<file path="config.mk">
export PLATFORM = sky130hd
export DESIGN_NAME = bids22_round_seq
export DESIGN_NICKNAME = d
export VERILOG_FILES = /design/src/rtl/bids22_round_seq.sv
export SDC_FILE = /design/constraint.sdc
export NUM_CORES = 1
export LEC_CHECK = 0
export ABC_AREA = 1
export BUFFER_PORTS_ARGS = -buffer_cell sky130_fd_sc_hd__buf_2
export CORE_ASPECT_RATIO = 0.75
export CORE_MARGIN = 8
export CORE_UTILIZATION = 35
export DETAILED_ROUTE_END_ITERATION = 6
export PLACE_DENSITY = 0.62
export SYNTH_ARGS = -nofsm -noshare
export SYNTH_HDL_FRONTEND = slang
export SYNTH_SLANG_ARGS = --single-unit
</file>
<file path="constraint.sdc">
create_clock -name clk_i -period 2 [get_ports clk_i]
set_clock_uncertainty 0.2 [all_clocks]
set_input_delay 0.1 -clock clk_i [delete_from_list [all_inputs] [get_ports clk_i]]
set_output_delay 0.1 -clock clk_i [all_outputs]
set_load 0.03 [all_outputs]
</file>
<file path="src/rtl/bids22_round_seq.sv">
// Round sequencer for the bids22 auction unit: unlock, load config, lock,
// strobe C_start for the programmed length, then collect the round result.
module bids22_round_seq #(
  parameter int RO_TIMEOUT = 64
) (
  input  logic        clk_i,
  input  logic        reset_i,
  input  logic        go_i,
  input  logic        abort_i,
  input  logic [31:0] cfg_key_i,
  input  logic [31:0] cfg_x_bal_i,
  input  logic [31:0] cfg_y_bal_i,
  input  logic [31:0] cfg_z_bal_i,
  input  logic [2:0]  cfg_mask_i,
  input  logic [31:0] cfg_timer_i,
  input  logic [31:0] cfg_cost_i,
  input  logic [15:0] cfg_round_len_i,
  input  logic        ready_i,
  input  logic        roundOver_i,
  input  logic [1:0]  err_i,
  input  logic        X_win_i,
  input  logic        Y_win_i,
  input  logic        Z_win_i,
  input  logic [31:0] maxBid_i,
  output logic [3:0]  C_op_o,
  output logic [31:0] C_data_o,
  output logic        C_start_o,
  output logic        busy_o,
  output logic        done_o,
  output logic [2:0]  status_o,
  output logic [1:0]  err_code_o,
  output logic [1:0]  win_id_o,
  output logic [31:0] win_amt_o
);

  localparam int TW = $clog2(RO_TIMEOUT + 1);

  localparam logic [3:0] OP_NOP    = 4'd0;
  localparam logic [3:0] OP_UNLOCK = 4'd1;
  localparam logic [3:0] OP_LOCK   = 4'd2;
  localparam logic [3:0] OP_LOADX  = 4'd3;
  localparam logic [3:0] OP_LOADY  = 4'd4;
  localparam logic [3:0] OP_LOADZ  = 4'd5;
  localparam logic [3:0] OP_MASK   = 4'd6;
  localparam logic [3:0] OP_TIMER  = 4'd7;
  localparam logic [3:0] OP_CHARGE = 4'd8;

  localparam logic [2:0] ST_OK      = 3'd0;
  localparam logic [2:0] ST_UNITERR = 3'd1;
  localparam logic [2:0] ST_TIMEOUT = 3'd2;
  localparam logic [2:0] ST_NOWIN   = 3'd3;
  localparam logic [2:0] ST_ABORT   = 3'd4;

  typedef enum logic [2:0] {IDLE, WAIT_RDY, ISSUE, CHECK, ROUND, CLOSE, DONE} state_e;

  typedef struct packed {
    logic [31:0] key;
    logic [31:0] x_bal;
    logic [31:0] y_bal;
    logic [31:0] z_bal;
    logic [2:0]  mask;
    logic [31:0] timer;
    logic [31:0] cost;
    logic [15:0] round_len;
  } cfg_t;

  state_e        state_q, state_d;
  cfg_t          cfg_q, cfg_d;
  logic [2:0]    op_idx_q, op_idx_d;
  logic          locked_q, locked_d;
  logic [31:0]   key_q, key_d;
  logic [15:0]   len_q, len_d;
  logic [TW-1:0] to_q, to_d;

  logic [3:0]  C_op_q, C_op_d;
  logic [31:0] C_data_q, C_data_d;
  logic        C_start_q, C_start_d;
  logic        busy_q, busy_d;
  logic        done_q, done_d;
  logic [2:0]  status_q, status_d;
  logic [1:0]  err_code_q, err_code_d;
  logic [1:0]  win_id_q, win_id_d;
  logic [31:0] win_amt_q, win_amt_d;

  logic [3:0]  op_code;
  logic [31:0] op_data;

  always_comb begin
    state_d    = state_q;
    cfg_d      = cfg_q;
    op_idx_d   = op_idx_q;
    locked_d   = locked_q;
    key_d      = key_q;
    len_d      = len_q;
    to_d       = to_q;
    status_d   = status_q;
    err_code_d = err_code_q;
    win_id_d   = win_id_q;
    win_amt_d  = win_amt_q;

    case (state_q)
      IDLE: begin
        if (go_i) begin
          cfg_d      = '{key: cfg_key_i, x_bal: cfg_x_bal_i, y_bal: cfg_y_bal_i,
                         z_bal: cfg_z_bal_i, mask: cfg_mask_i, timer: cfg_timer_i,
                         cost: cfg_cost_i, round_len: cfg_round_len_i};
          status_d   = ST_OK;
          err_code_d = 2'd0;
          win_id_d   = 2'd0;
          win_amt_d  = 32'd0;
          // Unlock (index 0) is only needed if a previous round left the unit locked.
          op_idx_d   = locked_q ? 3'd0 : 3'd1;
          state_d    = WAIT_RDY;
        end
      end
      WAIT_RDY: begin
        if (abort_i) begin
          status_d = ST_ABORT;
          state_d  = DONE;
        end else if (ready_i) begin
          state_d = ISSUE;
        end
      end
      ISSUE: begin
        if (abort_i) begin
          status_d = ST_ABORT;
          state_d  = DONE;
        end else begin
          state_d = CHECK;
        end
      end
      CHECK: begin
        if (err_i != 2'd0) begin
          err_code_d = err_i;
          status_d   = ST_UNITERR;
          state_d    = DONE;
        end else begin
          // The op just went through cleanly, so the lock state is confirmed
          // even if an abort arrives in this same cycle.
          if (op_idx_q == 3'd0) locked_d = 1'b0;
          if (op_idx_q == 3'd7) begin
            locked_d = 1'b1;
            key_d    = cfg_q.key;
          end
          if (abort_i) begin
            status_d = ST_ABORT;
            state_d  = DONE;
          end else if (op_idx_q == 3'd7) begin
            len_d   = (cfg_q.round_len == 16'd0) ? 16'd1 : cfg_q.round_len;
            state_d = ROUND;
          end else begin
            op_idx_d = op_idx_q + 3'd1;
            state_d  = ISSUE;
          end
        end
      end
      ROUND: begin
        len_d = len_q - 16'd1;
        if (len_q <= 16'd1 || abort_i) begin
          to_d    = '0;
          state_d = CLOSE;
        end
      end
      CLOSE: begin
        if (roundOver_i) begin
          state_d = DONE;
          unique case ({X_win_i, Y_win_i, Z_win_i})
            3'b100:  begin win_id_d = 2'd1; win_amt_d = maxBid_i; status_d = ST_OK; end
            3'b010:  begin win_id_d = 2'd2; win_amt_d = maxBid_i; status_d = ST_OK; end
            3'b001:  begin win_id_d = 2'd3; win_amt_d = maxBid_i; status_d = ST_OK; end
            default: begin win_id_d = 2'd0; win_amt_d = 32'd0;    status_d = ST_NOWIN; end
          endcase
        end else if (to_q == TW'(RO_TIMEOUT - 1)) begin
          win_id_d  = 2'd0;
          win_amt_d = 32'd0;
          status_d  = ST_TIMEOUT;
          state_d   = DONE;
        end else begin
          to_d = to_q + TW'(1);
        end
      end
      DONE:    state_d = IDLE;
      default: state_d = IDLE;
    endcase
  end

  always_comb begin
    op_code = OP_NOP;
    op_data = 32'd0;
    case (op_idx_d)
      3'd0: begin op_code = OP_UNLOCK; op_data = key_q;                 end
      3'd1: begin op_code = OP_LOADX;  op_data = cfg_q.x_bal;           end
      3'd2: begin op_code = OP_LOADY;  op_data = cfg_q.y_bal;           end
      3'd3: begin op_code = OP_LOADZ;  op_data = cfg_q.z_bal;           end
      3'd4: begin op_code = OP_MASK;   op_data = {29'd0, cfg_q.mask};   end
      3'd5: begin op_code = OP_TIMER;  op_data = cfg_q.timer;           end
      3'd6: begin op_code = OP_CHARGE; op_data = cfg_q.cost;            end
      default: begin op_code = OP_LOCK; op_data = cfg_q.key;            end
    endcase
  end

  // Outputs are decoded from the next state so they line up with state_q.
  always_comb begin
    C_op_d    = (state_d == ISSUE) ? op_code : OP_NOP;
    C_data_d  = (state_d == ISSUE) ? op_data : 32'd0;
    C_start_d = (state_d == ROUND);
    busy_d    = (state_d != IDLE);
    done_d    = (state_d == DONE);
  end

  always_ff @(posedge clk_i) begin
    if (reset_i) begin
      state_q    <= IDLE;
      cfg_q      <= '0;
      op_idx_q   <= 3'd0;
      locked_q   <= 1'b0;
      key_q      <= 32'd0;
      len_q      <= 16'd0;
      to_q       <= '0;
      C_op_q     <= OP_NOP;
      C_data_q   <= 32'd0;
      C_start_q  <= 1'b0;
      busy_q     <= 1'b0;
      done_q     <= 1'b0;
      status_q   <= 3'd0;
      err_code_q <= 2'd0;
      win_id_q   <= 2'd0;
      win_amt_q  <= 32'd0;
    end else begin
      state_q    <= state_d;
      cfg_q      <= cfg_d;
      op_idx_q   <= op_idx_d;
      locked_q   <= locked_d;
      key_q      <= key_d;
      len_q      <= len_d;
      to_q       <= to_d;
      C_op_q     <= C_op_d;
      C_data_q   <= C_data_d;
      C_start_q  <= C_start_d;
      busy_q     <= busy_d;
      done_q     <= done_d;
      status_q   <= status_d;
      err_code_q <= err_code_d;
      win_id_q   <= win_id_d;
      win_amt_q  <= win_amt_d;
    end
  end

  assign C_op_o     = C_op_q;
  assign C_data_o   = C_data_q;
  assign C_start_o  = C_start_q;
  assign busy_o     = busy_q;
  assign done_o     = done_q;
  assign status_o   = status_q;
  assign err_code_o = err_code_q;
  assign win_id_o   = win_id_q;
  assign win_amt_o  = win_amt_q;

endmodule
</file>
==> results.cfg, run 1 <==
[critical_path]
crit_path_end_kind = register
crit_required_ns = 2.22
startpoint_type = register
cp.arrival_ns = 2.42
cp_max_fo = 7
worst-setup-path-type = register to register

[timing]
relSlewSlack_pct = 55.5
final_hold_viol_count = 0
holdWs_ns = 0.149
timing.final.crit_share_pct = 110
slew_violations = 0
layout_setup_ws_ns = -0.203
fmax_mhz = 454
rsz0062_at_grt = yes
fin_crit_ns = 2.20
tightestPinTransition_ns = 0.668
setup_viol = 66

[grt]
antenna_found_initial = 4
top_usage_layer = met2
grt_max_degree = 137
grt_pass1_wl_microns = 90600
use_met3_pct = 4.77
overflow = 0
grt_pass1_vias = 16500
grtUsageTotal_pct = 23.2
grt_use_met2_pct = 38.8
use_met1_pct = 29.8

[run_status]
violations = negative setup slack
status = complete, but fails checks

[layout]
nFillCells = 3762
drive_above_1_share_pct = 29.1
multi_input_area_sq_um = 7650
regArea_sq_um = 7050
nets = 2997
area_growth_pct = 59.1
final_util_pct = 55.9

[routing]
drcViolationCount = 0
dr_total_vias = 16800
ant_nets = 0
drtPass1Iterations = 6
viasPerCell = 5.04
first_iter_violations = 1324
drt-total-wl_microns = 60700
wl_per_cell_microns = 18.2

[floorplanning]
start_util_pct = 35.1
die-area_sq_um = 48700
rows = 65
die_w_microns = 252
dieHeight_microns = 193
core_area_sq_um = 41600
pin_count = 332

[clock_tree]
clk_path_buf_depth = 3
cts_root_buffer = clkbuf_16
cts-htree-levels = 2
cts_buffers = 38
clock_sinks = 351
clkTransAtPathRegs_ns = 0.06
tritoncts = done
insertion_delay_ns = 0.54

[yosys]
syn_area_per_cell_sq_um = 7.11
synth_top_cell_by_area = dfxtp_1
synth_ff_type = dfxtp_1
yosysMostFrequentCell = nand2_1
synth.top_cell.area_share_pct = 48.0
synth_top_cells_by_count = nand2_1 (733), dfxtp_1 (351), a21oi_1 (328)
synth-async-reset-ratio_pct = 0
synth_seq_cells = 351
syn_area_sq_um = 14600
syn-num-nets = 2318
synthCells = 2059
synth_edf_count = 0
netlist_top_cells_area = dfxtp_1 (48%), nand2_1 (19%), a21oi_1 (11%), nand3_1 (3.4%), o21ai_0 (2.9%)
ys_seq_area_share_pct = 48.0
ys_types = 37
yosys_warnings = 0

[placement]
gp_congestion = 0.957
port-buffer-count = 331
hpwl_microns = 38500

[power_and_ir_drop]
power.density_nw_per_um2 = 1250
vdd_drop_max_uv = 826
leakage_nw = 9.99

[run]
cap_violations = 0

[hold_path]
min_path_type = input port to register
==> registers in the layout (all words and copies together), names as in the netlist, 3 cells and up <==
name / flops
to_q: 7
C_data_o: 32
C_op_o: 4
op_idx_q: 3
key_q: 32
cfg_q: 211
status_o: 3
win_amt_o: 32
len_q: 16
state_q: 3
==> final cells by class <==
class	count	area share [%]
antenna	7	0.0752
clock buffer	51	4.59
clock inverter	15	0.639
inverter	81	1.49
multi-input combinational	1488	32.9
sequential	351	30.3
tap	569	3.06
timing repair buffer	778	27.0
==> critical path, cell delays in order (launching register included) <==
cell and delay, ns:
dfxtp_4 0.36, ha_4 0.17, nand2_4 0.08, buf_6 0.11
nand4_1 0.11, nand3_2 0.12, nand2_4 0.10, nand2_2 0.16
inv_1 0.11, buf_4 0.18, o21ai_4 0.07, nand2_1 0.08
nor2_1 0.16, a21oi_2 0.07
==> placed cells by master (no fill, tap or decap), types with 5 or more instances in the layout <==
cell type,count
nand2_2,42
buf_2,330
clkbuf_1,6
inv_1,62
diode_2,7
nor2_1,96
dfxtp_4,5
buf_8,5
nor2_2,10
nand3_1,75
dlygate4sd3_1,255
o21ai_1,26
o211ai_1,16
clkinv_2,8
o21ai_0,52
nand4_1,56
buf_6,24
inv_2,8
nand2_4,40
dfxtp_1,344
a21oi_1,285
o21ai_2,7
a21oi_2,43
clkbuf_8,8
buf_4,127
xor2_1,5
nand2_1,657
inv_4,7
buf_12,28
clkbuf_16,42
nor2_4,10
nand3_2,21
nand3_4,6
==> power breakdown <==
part           internal, mW  switching, mW
sequential             8.42          0.973
clock                  4.03           2.99
combinational          5.32           7.43
total                  17.8           11.4
==> final timing paths <==
kind	to	slack, ns	cells after the start	startpoint
hold / removal	C_start_o	0.15	8	err_i[0]
hold reg to reg	key_q[10]	0.26	2	key_q[10]
setup reg to reg	C_data_o[1]	-0.20	13	op_idx_q[0]
setup / recovery	C_data_o[1]	-0.20	13	op_idx_q[0]
==> metal layers <==
metal | routed length (microns) | vias up
li1 | - | 8137
met4 | 1780 | 0
met2 | 28600 | 616
met5 | 0 | -
met3 | 4250 | 134
met1 | 26000 | 7934
==> timing repair <==
item | 4_1_cts | 5_1_grt
pin swaps | 49 | 88
hold buffers | 256 | 1
resized for setup | 111 | 220
buffers inserted | 19 | 16
cloned | 5 | 6
endpoints found under the setup margin | 194 | 206
hold endpoints to repair | 266 | 2
==> per-stage QoR <==
stage	TNS, ns	setup slack (ns)	instance area [sq um]	cells	total power, mW
after floorplan	0	0.00211	14700	2059	15.1
after global placement	-10.40	-0.312	18000	2973	19.4
after detailed placement	-16.72	-0.349	18000	2973	19.5
after CTS	-4.74	-0.185	22400	3319	27.9
after global routing	-13.37	-0.307	23300	3336	30.8
final	-7.14	-0.203	23300	3340	29.2
==> cell families (layout without fill, tap and decap cells) <==
group | count (synthesis) | in the layout | share of synthesized area, %
AND/OR/NAND/NOR | 1029 | 1030 | 29.2
AO/OA/AOI/OAI | 448 | 448 | 15.9
flip-flops | 351 | 351 | 48.0
buffers and inverters | 221 | 925 | 6.22
adder cells (fa/ha/maj) | 5 | 5 | 0.427
XOR/XNOR | 5 | 5 | 0.299
other | 0 | 7 | 0
No activity file was read; power rests on OpenSTA's default activity.
==> run 2: changes to the inputs <==
--- a/config.mk
+++ b/config.mk
@@ -11,7 +11,6 @@
 export CORE_MARGIN = 8
 export CORE_UTILIZATION = 35
 export DETAILED_ROUTE_END_ITERATION = 6
-export PLACE_DENSITY = 0.62
 export SYNTH_ARGS = -nofsm -noshare
 export SYNTH_HDL_FRONTEND = slang
 export SYNTH_SLANG_ARGS = --single-unit
==> run 2 against run 1 <==
Compared with the run above: highest routed layer unchanged; cell area rose by 0.51%; the flow still finishes with violations (negative setup slack); die area did not move; critical endpoint unchanged; global-route usage barely moved.
==> results.cfg, run 2 (same netlist as run 1, synthesis figures left out) <==
[grt]
antenna_found_initial = 5
overflow = 0
grt_pass1_wl_microns = 91100
grtUsageTotal_pct = 23.1
grt_max_degree = 153
grt_pass1_vias = 17000

[layout]
largest_reg_flops = 211
nFillCells = 3701
design_area_sq_um = 23400
largest-register = cfg_q
layout_commonest_cell = nand2_1
drive_above_1_share_pct = 29.1
nets = 2980
final_cell_mix = nand2_1 (661), dfxtp_1 (344), buf_2 (330), a21oi_1 (287), dlygate4sd3_1 (253)
area_growth_pct = 59.9

[routing]
drcViolationCount = 0
viasPerCell = 5.11
wl_per_cell_microns = 18.5
drt-total-wl_microns = 61400
dr_total_vias = 17000
ant_nets = 0
drtPass1Iterations = 5
first_iter_violations = 1293

[clock_tree]
insertion_delay_ns = 0.55
cts_root_buffer = clkbuf_16
clkTransAtPathRegs_ns = 0.06
clk_path_buf_depth = 3
clock_sinks = 351
tritoncts = done
cts-htree-levels = 2
cts_buffers = 39

[timing]
fin_crit_ns = 2.30
rsz0062_at_grt = yes
setup_viol = 43
slew_violations = 0
tightestPinTransition_ns = 0.833
relSlewSlack_pct = 44.5
layout_setup_ws_ns = -0.301
timing.final.crit_share_pct = 115
fmax_mhz = 435
setup_tns_ns = -7.51
final_hold_viol_count = 0

[critical_path]
rr_worst_depth = 14
crit_chain = ha_4 > nand2_4 > nand3_4 > nand2_4 > nand3_4 > buf_6 > a21oi_4 > buf_6 > nor2_4 > buf_12 > clkbuf_16 > nand2_2 > nand3_1 > a21oi_1
timing.rr.start = op_idx_q[0]
cp.arrival_ns = 2.56
critical_path.startpoint = op_idx_q[0]
startpoint_type = register
crit_path_end_kind = register
worst-setup-path-type = register to register
max_stage_delay_ns = 0.36
crit_slowest_cell = dfxtp_4
crit_required_ns = 2.26
r2r_slack_ns = -0.30
cp_max_fo = 5
rr_endpoint = C_data_o[1]
crit_path_end = C_data_o[1]

[power_and_ir_drop]
leakage_nw = 9.80
vdd_drop_max_uv = 813
power.density_nw_per_um2 = 1280

[placement]
hpwl_microns = 39000
port-buffer-count = 331
dpl_cell_area_sq_um = 17800
gp_congestion = 0.954

[floorplanning]
pin_count = 332
die_w_microns = 252
start_util_pct = 35.1
dieHeight_microns = 193
rows = 65
core_area_sq_um = 41600
die-area_sq_um = 48700

[hold_path]
min_path_type = input port to register

[run_status]
violations = negative setup slack
status = complete, but fails checks

[run]
cap_violations = 0
==> run 2: changes by cell type in the layout (fill, tap and decap cells not counted), moves of 8 or more <==
cell	change
nand3_2	+10
nand2_4	-21
o21ai_1	-8
o21ai_0	+12
nand3_1	-14
nand2_2	+13
buf_6	+9
buf_4	-35
nor2_1	-8
==> run 2: how the worst min path moves through the flow <==
stage / slack, ns / depth (start not counted) / end / from
after floorplan: 0.04 / 2 / cfg_q[103] / cfg_z_bal_i[20]
after global placement: 0.12 / 2 / cfg_q[1] / reset_i
after detailed placement: 0.13 / 2 / cfg_q[3] / reset_i
after CTS: 0.04 / 6 / cfg_q[190] / go_i
after global routing: 0.07 / 6 / cfg_q[190] / go_i
final: 0.05 / 6 / cfg_q[190] / go_i
==> run 2: critical path: cells and delay by family (launching register included) <==
family	cells	cell delay, ns
fa+ha+maj	1	0.16
buf+inv	4	0.58
simple gates	7	0.51
compound gates	2	0.39
flops	1	0.36
==> run 2: timing repair <==
item | 4_1_cts | 5_1_grt
buffers inserted | 17 | 8
setup endpoints to repair | 113 | 193
gates cloned | 5 | 12
hold buffers | 255 | 0
endpoints found under the hold margin | 288 | 0
pin swaps | 33 | 49
gates resized for setup | 120 | 221
==> run 2: cell type report <==
type	count	area, sq um	share of cell area (%)
Sequential cell	351	7050	30.1
Tap cell	569	712	3.04
Inverter	81	352	1.50
Clock inverter	13	144	0.615
Timing Repair inverter	1	11.3	0.0481
Timing Repair Buffer	760	6340	27.1
Antenna cell	6	15.0	0.0642
Multi-Input combinational cell	1487	7680	32.8
Clock buffer	55	1110	4.73
==> run 2: report_power, final <==
part | leakage [nW] | switching, mW | internal [mW]
registers | 2.87 | 0.981 | 8.42
clock network | 0.612 | 3.04 | 4.14
logic | 6.32 | 7.78 | 5.57
==> run 2: layer usage <==
layer  up-vias  GRT usage [%]  share of wire [%]  wire, microns
met5         -              0                  0              0
met4         0           7.09                2.6           1610
met3       125           4.53                6.9           4270
met2       674           39.2                 47          29200
met1      8114           29.7                 43          26400
li1       8084              -                  -              -
==> run 2: metrics by stage <==
stage | power, mW | instances | setup WS (ns) | utilization, % | hold slack (ns)
6_report | 29.9 | 3323 | -0.301 | 56.2 | 0.0465
5_1_grt | 31.5 | 3322 | -0.393 | 56.2 | 0.0747
4_1_cts | 28.0 | 3302 | -0.156 | 53.6 | 0.0369
3_5_place_dp | 19.3 | 2957 | -0.330 | 42.8 | 0.127
3_3_place_gp | 19.2 | 2957 | -0.263 | 42.8 | 0.121
2_1_floorplan | 15.1 | 2059 | 0.00211 | - | 0.0446
